**config.mk**
```make
export PLATFORM = sky130hd
export DESIGN_NAME = axi_rr_arbiter
export DESIGN_NICKNAME = d
export VERILOG_FILES = /design/src/rtl/axi_pkg.sv /design/src/rtl/axi_rr_arbiter.sv
export SDC_FILE = /design/constraint.sdc
export NUM_CORES = 1
export LEC_CHECK = 0
export ABC_AREA = 1
export ABC_CLOCK_PERIOD_IN_PS = 2600
export BUFFER_PORTS_ARGS = -buffer_cell sky130_fd_sc_hd__buf_2
export CAP_MARGIN = 0
export CELL_PAD_IN_SITES_DETAIL_PLACEMENT = 0
export CELL_PAD_IN_SITES_GLOBAL_PLACEMENT = 2
export CORE_AREA = 2 2 324 326
export DETAILED_ROUTE_END_ITERATION = 7
export DIE_AREA = 0 0 326 328
export HOLD_SLACK_MARGIN = 0.12
export PLACE_DENSITY = 0.54
export RECOVER_POWER = 100
export SLEW_MARGIN = 20
export SYNTH_ARGS = -nofsm -noshare
export SYNTH_HDL_FRONTEND = slang
export SYNTH_SLANG_ARGS = --single-unit
```
**constraint.sdc**
```tcl
create_clock -name clk -period 2.6 [get_ports clk]
set_clock_uncertainty 0.05 [all_clocks]
set_input_delay 0.13 -clock clk [delete_from_list [all_inputs] [get_ports clk]]
set_output_delay 0.13 -clock clk [all_outputs]
set_load 0.02 [all_outputs]
```
**src/rtl/axi_pkg.sv**
```systemverilog
// AXI channel payload types shared by the arbiter, its managers and the subordinate.
package axi_pkg;

   typedef struct packed {
      logic [3:0]  id;
      logic [31:0] addr;
   } axi_aw_t;

   typedef struct packed {
      logic [31:0] data;
      logic [3:0]  strb;
      logic        last;
   } axi_w_t;

   typedef struct packed {
      logic [3:0] id;
      logic [1:0] resp;
   } axi_b_t;

   typedef struct packed {
      logic [3:0]  id;
      logic [31:0] addr;
   } axi_ar_t;

   typedef struct packed {
      logic [3:0]  id;
      logic [31:0] data;
      logic [1:0]  resp;
      logic        last;
   } axi_r_t;

endpackage

```
**src/rtl/axi_rr_arbiter.sv**
```systemverilog
// axi_rr_arbiter: shares one AXI manager port among NB_MANAGERS managers.
// Independent round-robin write (AW/W/B) and read (AR/R) paths, one
// outstanding transaction each; responses are routed by the registered grant.
// Optional: define AXI_ARB_STATS_EN to add o_grant_count (saturating per-manager
// completed-transaction counters).
module axi_rr_arbiter #(
   parameter int NB_MANAGERS = 4,
   parameter int IDX_W       = $clog2(NB_MANAGERS)
) (
   input  logic                                  clk,
   input  logic                                  rst,
   input  axi_pkg::axi_aw_t [NB_MANAGERS-1:0]    i_axi_s_aw,
   input  logic             [NB_MANAGERS-1:0]    i_axi_s_awvalid,
   output logic             [NB_MANAGERS-1:0]    o_axi_s_awready,
   input  axi_pkg::axi_w_t  [NB_MANAGERS-1:0]    i_axi_s_w,
   input  logic             [NB_MANAGERS-1:0]    i_axi_s_wvalid,
   output logic             [NB_MANAGERS-1:0]    o_axi_s_wready,
   output axi_pkg::axi_b_t  [NB_MANAGERS-1:0]    o_axi_s_b,
   output logic             [NB_MANAGERS-1:0]    o_axi_s_bvalid,
   input  logic             [NB_MANAGERS-1:0]    i_axi_s_bready,
   input  axi_pkg::axi_ar_t [NB_MANAGERS-1:0]    i_axi_s_ar,
   input  logic             [NB_MANAGERS-1:0]    i_axi_s_arvalid,
   output logic             [NB_MANAGERS-1:0]    o_axi_s_arready,
   output axi_pkg::axi_r_t  [NB_MANAGERS-1:0]    o_axi_s_r,
   output logic             [NB_MANAGERS-1:0]    o_axi_s_rvalid,
   input  logic             [NB_MANAGERS-1:0]    i_axi_s_rready,
   output axi_pkg::axi_aw_t                      o_axi_m_aw,
   output logic                                  o_axi_m_awvalid,
   input  logic                                  i_axi_m_awready,
   output axi_pkg::axi_w_t                       o_axi_m_w,
   output logic                                  o_axi_m_wvalid,
   input  logic                                  i_axi_m_wready,
   input  axi_pkg::axi_b_t                       i_axi_m_b,
   input  logic                                  i_axi_m_bvalid,
   output logic                                  o_axi_m_bready,
   output axi_pkg::axi_ar_t                      o_axi_m_ar,
   output logic                                  o_axi_m_arvalid,
   input  logic                                  i_axi_m_arready,
   input  axi_pkg::axi_r_t                       i_axi_m_r,
   input  logic                                  i_axi_m_rvalid,
   output logic                                  o_axi_m_rready
`ifdef AXI_ARB_STATS_EN
   ,
   output logic [NB_MANAGERS-1:0][31:0]          o_grant_count
`endif
);

   localparam logic [IDX_W-1:0] LAST_IDX = IDX_W'(NB_MANAGERS - 1);

   typedef enum logic [1:0] {W_IDLE, W_AW, W_DATA, W_RESP} w_state_e;
   typedef enum logic [1:0] {R_IDLE, R_AR, R_RESP} r_state_e;

   w_state_e         w_state_q;
   r_state_e         r_state_q;
   logic [IDX_W-1:0] w_grant_q, r_grant_q;
   logic [IDX_W-1:0] wr_rr_ptr_q, rd_rr_ptr_q;
   logic             aw_hs, w_hs, b_hs, ar_hs, r_last_hs;

   // First requester at or after ptr, scanning upward with wrap.
   function automatic logic [IDX_W-1:0] rr_pick(input logic [NB_MANAGERS-1:0] req,
                                                input logic [IDX_W-1:0]       ptr);
      logic [IDX_W-1:0] pick;
      logic             found;
      int               idx;
      pick  = '0;
      found = 1'b0;
      for (int k = 0; k < NB_MANAGERS; k++) begin
         idx = int'(ptr) + k;
         if (idx >= NB_MANAGERS) idx -= NB_MANAGERS;
         if (!found && req[idx]) begin
            pick  = IDX_W'(idx);
            found = 1'b1;
         end
      end
      return pick;
   endfunction

   function automatic logic [IDX_W-1:0] next_ptr(input logic [IDX_W-1:0] g);
      return (g == LAST_IDX) ? '0 : g + 1'b1;
   endfunction

   assign aw_hs     = (w_state_q == W_AW)   && i_axi_s_awvalid[w_grant_q] && i_axi_m_awready;
   assign w_hs      = (w_state_q == W_DATA) && i_axi_s_wvalid[w_grant_q]  && i_axi_m_wready;
   assign b_hs      = (w_state_q == W_RESP) && i_axi_m_bvalid && i_axi_s_bready[w_grant_q];
   assign ar_hs     = (r_state_q == R_AR)   && i_axi_s_arvalid[r_grant_q] && i_axi_m_arready;
   assign r_last_hs = (r_state_q == R_RESP) && i_axi_m_rvalid && i_axi_s_rready[r_grant_q]
                      && i_axi_m_r.last;

   // Write FSM: arbitrate in idle, then walk AW -> W burst -> B for the grant.
   always_ff @(posedge clk) begin
      if (rst) begin
         w_state_q   <= W_IDLE;
         w_grant_q   <= '0;
         wr_rr_ptr_q <= '0;
      end else begin
         case (w_state_q)
            W_IDLE: if (|i_axi_s_awvalid) begin
               w_grant_q <= rr_pick(i_axi_s_awvalid, wr_rr_ptr_q);
               w_state_q <= W_AW;
            end
            W_AW:   if (aw_hs) w_state_q <= W_DATA;
            W_DATA: if (w_hs && i_axi_s_w[w_grant_q].last) w_state_q <= W_RESP;
            W_RESP: if (b_hs) begin
               w_state_q   <= W_IDLE;
               wr_rr_ptr_q <= next_ptr(w_grant_q);
            end
            default: w_state_q <= W_IDLE;
         endcase
      end
   end

   // Read FSM: arbitrate in idle, then AR -> R burst until the last beat.
   always_ff @(posedge clk) begin
      if (rst) begin
         r_state_q   <= R_IDLE;
         r_grant_q   <= '0;
         rd_rr_ptr_q <= '0;
      end else begin
         case (r_state_q)
            R_IDLE: if (|i_axi_s_arvalid) begin
               r_grant_q <= rr_pick(i_axi_s_arvalid, rd_rr_ptr_q);
               r_state_q <= R_AR;
            end
            R_AR:   if (ar_hs) r_state_q <= R_RESP;
            R_RESP: if (r_last_hs) begin
               r_state_q   <= R_IDLE;
               rd_rr_ptr_q <= next_ptr(r_grant_q);
            end
            default: r_state_q <= R_IDLE;
         endcase
      end
   end

   // Write-path routing: only the active channel of the granted manager is connected.
   always_comb begin
      o_axi_m_aw      = '0;
      o_axi_m_awvalid = 1'b0;
      o_axi_s_awready = '0;
      o_axi_m_w       = '0;
      o_axi_m_wvalid  = 1'b0;
      o_axi_s_wready  = '0;
      o_axi_s_b       = '0;
      o_axi_s_bvalid  = '0;
      o_axi_m_bready  = 1'b0;
      case (w_state_q)
         W_AW: begin
            o_axi_m_aw                 = i_axi_s_aw[w_grant_q];
            o_axi_m_awvalid            = i_axi_s_awvalid[w_grant_q];
            o_axi_s_awready[w_grant_q] = i_axi_m_awready;
         end
         W_DATA: begin
            o_axi_m_w                 = i_axi_s_w[w_grant_q];
            o_axi_m_wvalid            = i_axi_s_wvalid[w_grant_q];
            o_axi_s_wready[w_grant_q] = i_axi_m_wready;
         end
         W_RESP: begin
            o_axi_s_b[w_grant_q]      = i_axi_m_b;
            o_axi_s_bvalid[w_grant_q] = i_axi_m_bvalid;
            o_axi_m_bready            = i_axi_s_bready[w_grant_q];
         end
         default: ;
      endcase
   end

   // Read-path routing, same scheme as the write path.
   always_comb begin
      o_axi_m_ar      = '0;
      o_axi_m_arvalid = 1'b0;
      o_axi_s_arready = '0;
      o_axi_s_r       = '0;
      o_axi_s_rvalid  = '0;
      o_axi_m_rready  = 1'b0;
      case (r_state_q)
         R_AR: begin
            o_axi_m_ar                 = i_axi_s_ar[r_grant_q];
            o_axi_m_arvalid            = i_axi_s_arvalid[r_grant_q];
            o_axi_s_arready[r_grant_q] = i_axi_m_arready;
         end
         R_RESP: begin
            o_axi_s_r[r_grant_q]      = i_axi_m_r;
            o_axi_s_rvalid[r_grant_q] = i_axi_m_rvalid;
            o_axi_m_rready            = i_axi_s_rready[r_grant_q];
         end
         default: ;
      endcase
   end

`ifdef AXI_ARB_STATS_EN
   logic [NB_MANAGERS-1:0][31:0] cnt_q, cnt_d;
   logic [NB_MANAGERS-1:0][1:0]  cnt_inc;
   logic [NB_MANAGERS-1:0][32:0] cnt_sum;

   // Per-manager completion count; a write and read finishing together add 2.
   always_comb begin
      for (int i = 0; i < NB_MANAGERS; i++) begin
         cnt_inc[i] = {1'b0, b_hs && (w_grant_q == IDX_W'(i))}
                    + {1'b0, r_last_hs && (r_grant_q == IDX_W'(i))};
         cnt_sum[i] = {1'b0, cnt_q[i]} + {31'b0, cnt_inc[i]};
         cnt_d[i]   = cnt_sum[i][32] ? '1 : cnt_sum[i][31:0];
      end
   end

   // Counter registers, cleared by reset.
   always_ff @(posedge clk) begin
      if (rst) cnt_q <= '0;
      else     cnt_q <= cnt_d;
   end

   assign o_grant_count = cnt_q;
`endif

endmodule
```
==> Word-level counts from Yosys, hierarchy flattened <==
Index checks and enable logic that the tools add are counted.
{ "classes": {"magnitude_cmp": 20, "muxes": 138, "n_reduce_logical": 36, "n_eq_ne": 14, "add_sub_neg": 16, "n_bitwise": 7} }
{ "ops": {"columns": ["cell", "n"], "rows": [
  ["$mux 32", 32],
  ["$lt 32x4->1 const B", 8],
  ["$and 156x156->156", 1],
  ["$mux 156", 1],
  ["$bmux 36 s2", 2],
  ["$mux 36", 4],
  ["$demux 39 s2", 1],
  ["$bmux 37 s2", 1],
  ["$mux 37", 2],
  ["$mux 1", 52],
  ["$mux 39", 1],
  ["$mux 2", 17],
  ["$bmux 1 s2", 13],
  ["$and 24x24->24", 1],
  ["$mux 24", 1],
  ["$sub 3x3->4 const B", 6],
  ["$and 4x4->4", 5],
  ["$logic_and 1x1->1", 20],
  ["$mux 4", 5],
  ["$ge 3x3->1 const B", 6],
  ["$add 2x2->3 const B", 4],
  ["$demux 6 s2", 1],
  ["$ne 2x2->1 const B", 6],
  ["$eq 2x2->1 const B", 5],
  ["18 further kinds", 36]
]} }
{ "totals": {"out_inout_bits": 314, "in_bits": 508, "regBits": 12} }

==> Longest topological paths before layout <==
{ "logic_depth": {"ltp_word": 27, "depth_mapped": 12, "mapped_depth_nobuf": 11} }

==> Worst setup path before layout <==
No wires, ideal clock.
{ "synth_timing": {"path_kind": "flip-flop to output port", "start": "register r_grant_q[1]", "end": "output port o_axi_s_arready[0]", "path_slack_ps": 756, "t_required_ps": 2420, "stages_incl_launch_ff": 8, "t_arrival_ps": 1664, "path_cell_list": "dfxtp_1 inv_1 buf_2 buf_1 ha_1 inv_1 clkbuf_1 nor2_1"} }
{ "synth_via": {"elab_chain_cells": 6, "word_cells_on_any_way": 7} }
{ "synth_lines": {"columns": ["element", "line_no", "rtl"], "rows": [
  ["start, declared", "axi_rr_arbiter.sv:55", "logic [IDX_W-1:0] w_grant_q, r_grant_q;"],
  ["start signal, assigned", "axi_rr_arbiter.sv:121", "r_grant_q <= rr_pick(i_axi_s_arvalid, rd_rr_ptr_q);"],
  ["$lt 2x3->1 (implied by the code) or $ge 2x1->1 (tied branches)", "axi_rr_arbiter.sv:177", "o_axi_s_arready[r_grant_q] = i_axi_m_arready;"],
  ["$logic_and 1x1->1 (implied by the code)", "axi_rr_arbiter.sv:177", null],
  ["$mux 1 (implied by the code)", "axi_rr_arbiter.sv:177", null],
  ["$demux 1 s2 (*)", "axi_rr_arbiter.sv:177", null],
  ["$and 4x4->4 (no line) (*)", null, null],
  ["$mux 4 (*)", "axi_rr_arbiter.sv:173", "case (r_state_q)"],
  ["end, declared", "axi_rr_arbiter.sv:23", "output logic [NB_MANAGERS-1:0] o_axi_s_arready,"]
]} }
Every way passes the cells marked *; elsewhere a longest branch is shown, timed or not.

==> run metrics <==
Area Growth Syn to Fin=92.2%; HP Class=in -> reg; number of vias per cell=3.35; synthesized instance count=1,360; Seq/Total Area, Yosys=3.96%; synthesized flop and latch total=12; final hold violation count=0; XOR/XNOR share of the synthesized area=0.578%; fin nets=2,638; Final Cell Area=0.0117 mm2; Routed WL=68.8 mm; Leakage=5.24 nW; via count=11,726; number of global-route vias before repair=11,620; post-synthesis adder-cell area fraction=2.68%; top-area cell type share of the netlist area=40.3%; Fmax=0.416 GHz; clk sinks=12; CP endpoint kind=output port; largest net degree at the start of global routing=78; min Tclk post-route=2400 ps; worst-path maximum fanout=41; share of synthesized cell area in and, or, nand and nor gates=51.4%; DRT antenna net count=0; top-count cell post-synth=nor2_1; Initial Utilization=5.88%; async set or reset register ratio after synthesis=0%; mapped cell area=0.00606 mm2; VDD IR-drop max=0.362 mV; layout filler cell count=12,596; grt ovf=0; Worst Path Required=2420 ps; PwrDens=560 mW/mm2; Most used DFF post-synth=dfxtp_1; largest family of logic cells by synthesized area=simple AND/OR/NAND/NOR gates; port bufs=821; proportion of layout cells with a drive suffix above 1=30.1%; Die X=326 um; Placed Cells incl. Taps=3,491; # IOs=822; clock slew at the register clock pins of the worst setup and hold paths=50 ps; maxcap violations=0; RSZ-0062 raised after global routing=false; first-pass GRT wire length=92.3 mm; # DRC=0; core area=0.103 mm2; Post-Syn Area per Cell=4.46 um2; Slew Viols, Final=0; placed inst area=0.0119 mm2; outcome=finished, final reports clean; complex-gate fraction of the synthesized area=30.0%; Final Cycle Share=92.4%; non-filler cells, final=3,504; CTS H-tree lvls=1; total power=6.53 mW; YS warnings=0; final setup fails=0; drt first-iter violations=546; Mapped Nets=1,881; setup TNS=0 ps; Die ar.=0.107 mm2; TritonCTS clock tree=built; mux cell area share after synthesis=0%; Startpoint Class=register; Worst Path Class, Setup=reg -> out; CTS buffer count=3; Critical Path AT=2220 ps; clk buf depth=2; synth top area cells=nor2_1 40%, o21ai_0 19%, a21oi_1 10%; CTS root buf=clkbuf_16; Synth cell types=29; Worst slew margin=29.4%; most area-hungry cell type in the Yosys netlist=nor2_1; Worst-Margin Slew=1050 ps; Core Util, Final=11.3%; row cnt=118; Total GRT Usage=12.0%; RD Place Congestion=0.823; number of enable flip-flop cells after synthesis=0; initial antenna violation count=26; dpl hpwl=59.0 mm; DR WL/cell=19.6 um; Die Span Y=328 um; Initial DRT Pass Iterations=5; Synth top cells by count=651 x nor2_1, 228 x o21ai_0, 131 x nand2_1, 122 x a21oi_1, 54 x clkbuf_1; Worst-Skew Late Latency=250 ps
==> final cells by class <==
| class | instances | area [um2] | area share, % |
|---|---|---|---|
| Multi-Input combinational cell | 1188 | 5140 | 44.1 |
| Timing Repair Buffer | 859 | 4240 | 36.4 |
| Inverter | 53 | 203 | 1.74 |
| Sequential cell | 12 | 248 | 2.13 |
| Clock buffer | 4 | 78.8 | 0.676 |
| Tap cell | 1380 | 1730 | 14.8 |
| Antenna cell | 8 | 20.0 | 0.172 |
==> logic make-up (layout without fill, tap and decap cells) <==
family,count (synthesis),after routing
DFF,12,12
adders and majority gates,13,13
AOI/OAI and AO/OA,359,359
and+or+nand+nor,812,812
xor gates and xnor gates,4,4
buffers and inverters,160,916
other,0,8
==> path summary, 6_finish.rpt <==
path	from	end	slack (ps)	cells after the start
max	w_grant_q[0]	o_axi_m_aw[2]	200	5
min	rst	r_state_q[1]	140	2
max reg2reg	r_grant_q[0]	rd_rr_ptr_q[1]	570	8
min reg2reg	r_state_q[1]	r_state_q[0]	510	3
==> per-stage QoR <==
step           hold slack [ps]  setup WS [ps]
6_report                   136            198
5_1_grt                    159           54.5
4_1_cts                    152            126
3_5_place_dp               394            418
3_3_place_gp               386            425
2_1_floorplan              149            756
==> cell usage in the layout, fill, tap and decap left out <==
| cell | netlist | final |
|---|---|---|
| nand3_2 | 4 | 4 |
| nand2_1 | 131 | 131 |
| buf_2 | 42 | 536 |
| buf_6 | 3 | 1 |
| ha_1 | 13 | 13 |
| clkbuf_16 | 0 | 3 |
| diode_2 | 0 | 8 |
| a211oi_1 | 2 | 2 |
| a21boi_0 | 1 | 1 |
| inv_2 | 5 | 3 |
| dlygate4sd3_1 | 0 | 1 |
| a21oi_2 | 1 | 1 |
| o21bai_1 | 2 | 2 |
| nand3b_1 | 2 | 2 |
| buf_12 | 0 | 12 |
| and2_0 | 0 | 1 |
| nand2_2 | 1 | 1 |
| inv_1 | 43 | 43 |
| clkbuf_1 | 54 | 240 |
| xnor2_1 | 2 | 2 |
| xor2_1 | 2 | 2 |
| nor2_4 | 0 | 1 |
| o21ai_0 | 228 | 229 |
| clkinv_2 | 0 | 1 |
| dfxtp_1 | 12 | 10 |
| clkinv_1 | 5 | 5 |
| clkbuf_2 | 0 | 52 |
| o211ai_1 | 1 | 1 |
| a21oi_1 | 122 | 122 |
| a31oi_1 | 1 | 1 |
| buf_4 | 4 | 18 |
| inv_4 | 0 | 1 |
| nand3_1 | 17 | 17 |
| nor2_1 | 651 | 650 |
| nand4_1 | 5 | 5 |
| dfxtp_4 | 0 | 2 |
==> power breakdown <==
| group | internal (mW) | switching [mW] | total, mW |
|---|---|---|---|
| logic | 1.65 | 4.24 | 5.89 |
| clock network | 0.208 | 0.0995 | 0.307 |
| registers | 0.229 | 0.102 | 0.331 |
==> worst max-delay path, stage by stage (launching register included) <==
cell and delay (ps):
dfxtp_4 410, inv_4 230, buf_12 260, o21ai_0 280, a21oi_1 480, clkbuf_2 270
==> sequential cells by signal, indices dropped and copies added (netlist names) <==
register	cells
r_grant_q	2
r_state_q	2
rd_rr_ptr_q	2
w_grant_q	2
w_state_q	2
wr_rr_ptr_q	2
==> repair_timing <==
| action | CTS | global route |
|---|---|---|
| hold buffers | 1 | 0 |
| resized for setup | 0 | 0 |
| endpoints found under the setup margin | 0 | 0 |
| endpoints found under the hold margin | 1 | 0 |
| buffers inserted | 0 | 0 |
==> routing by layer <==
layer  vias up  track usage (%)  share of wire [%]
met5         -                0               0.21
met4        20             1.63                1.5
met3        58             2.98                6.5
met2       501             22.4                 52
met1      5283             14.0                 40
li1       5864                -                  -
No activity file was read; power rests on OpenSTA's default activity.
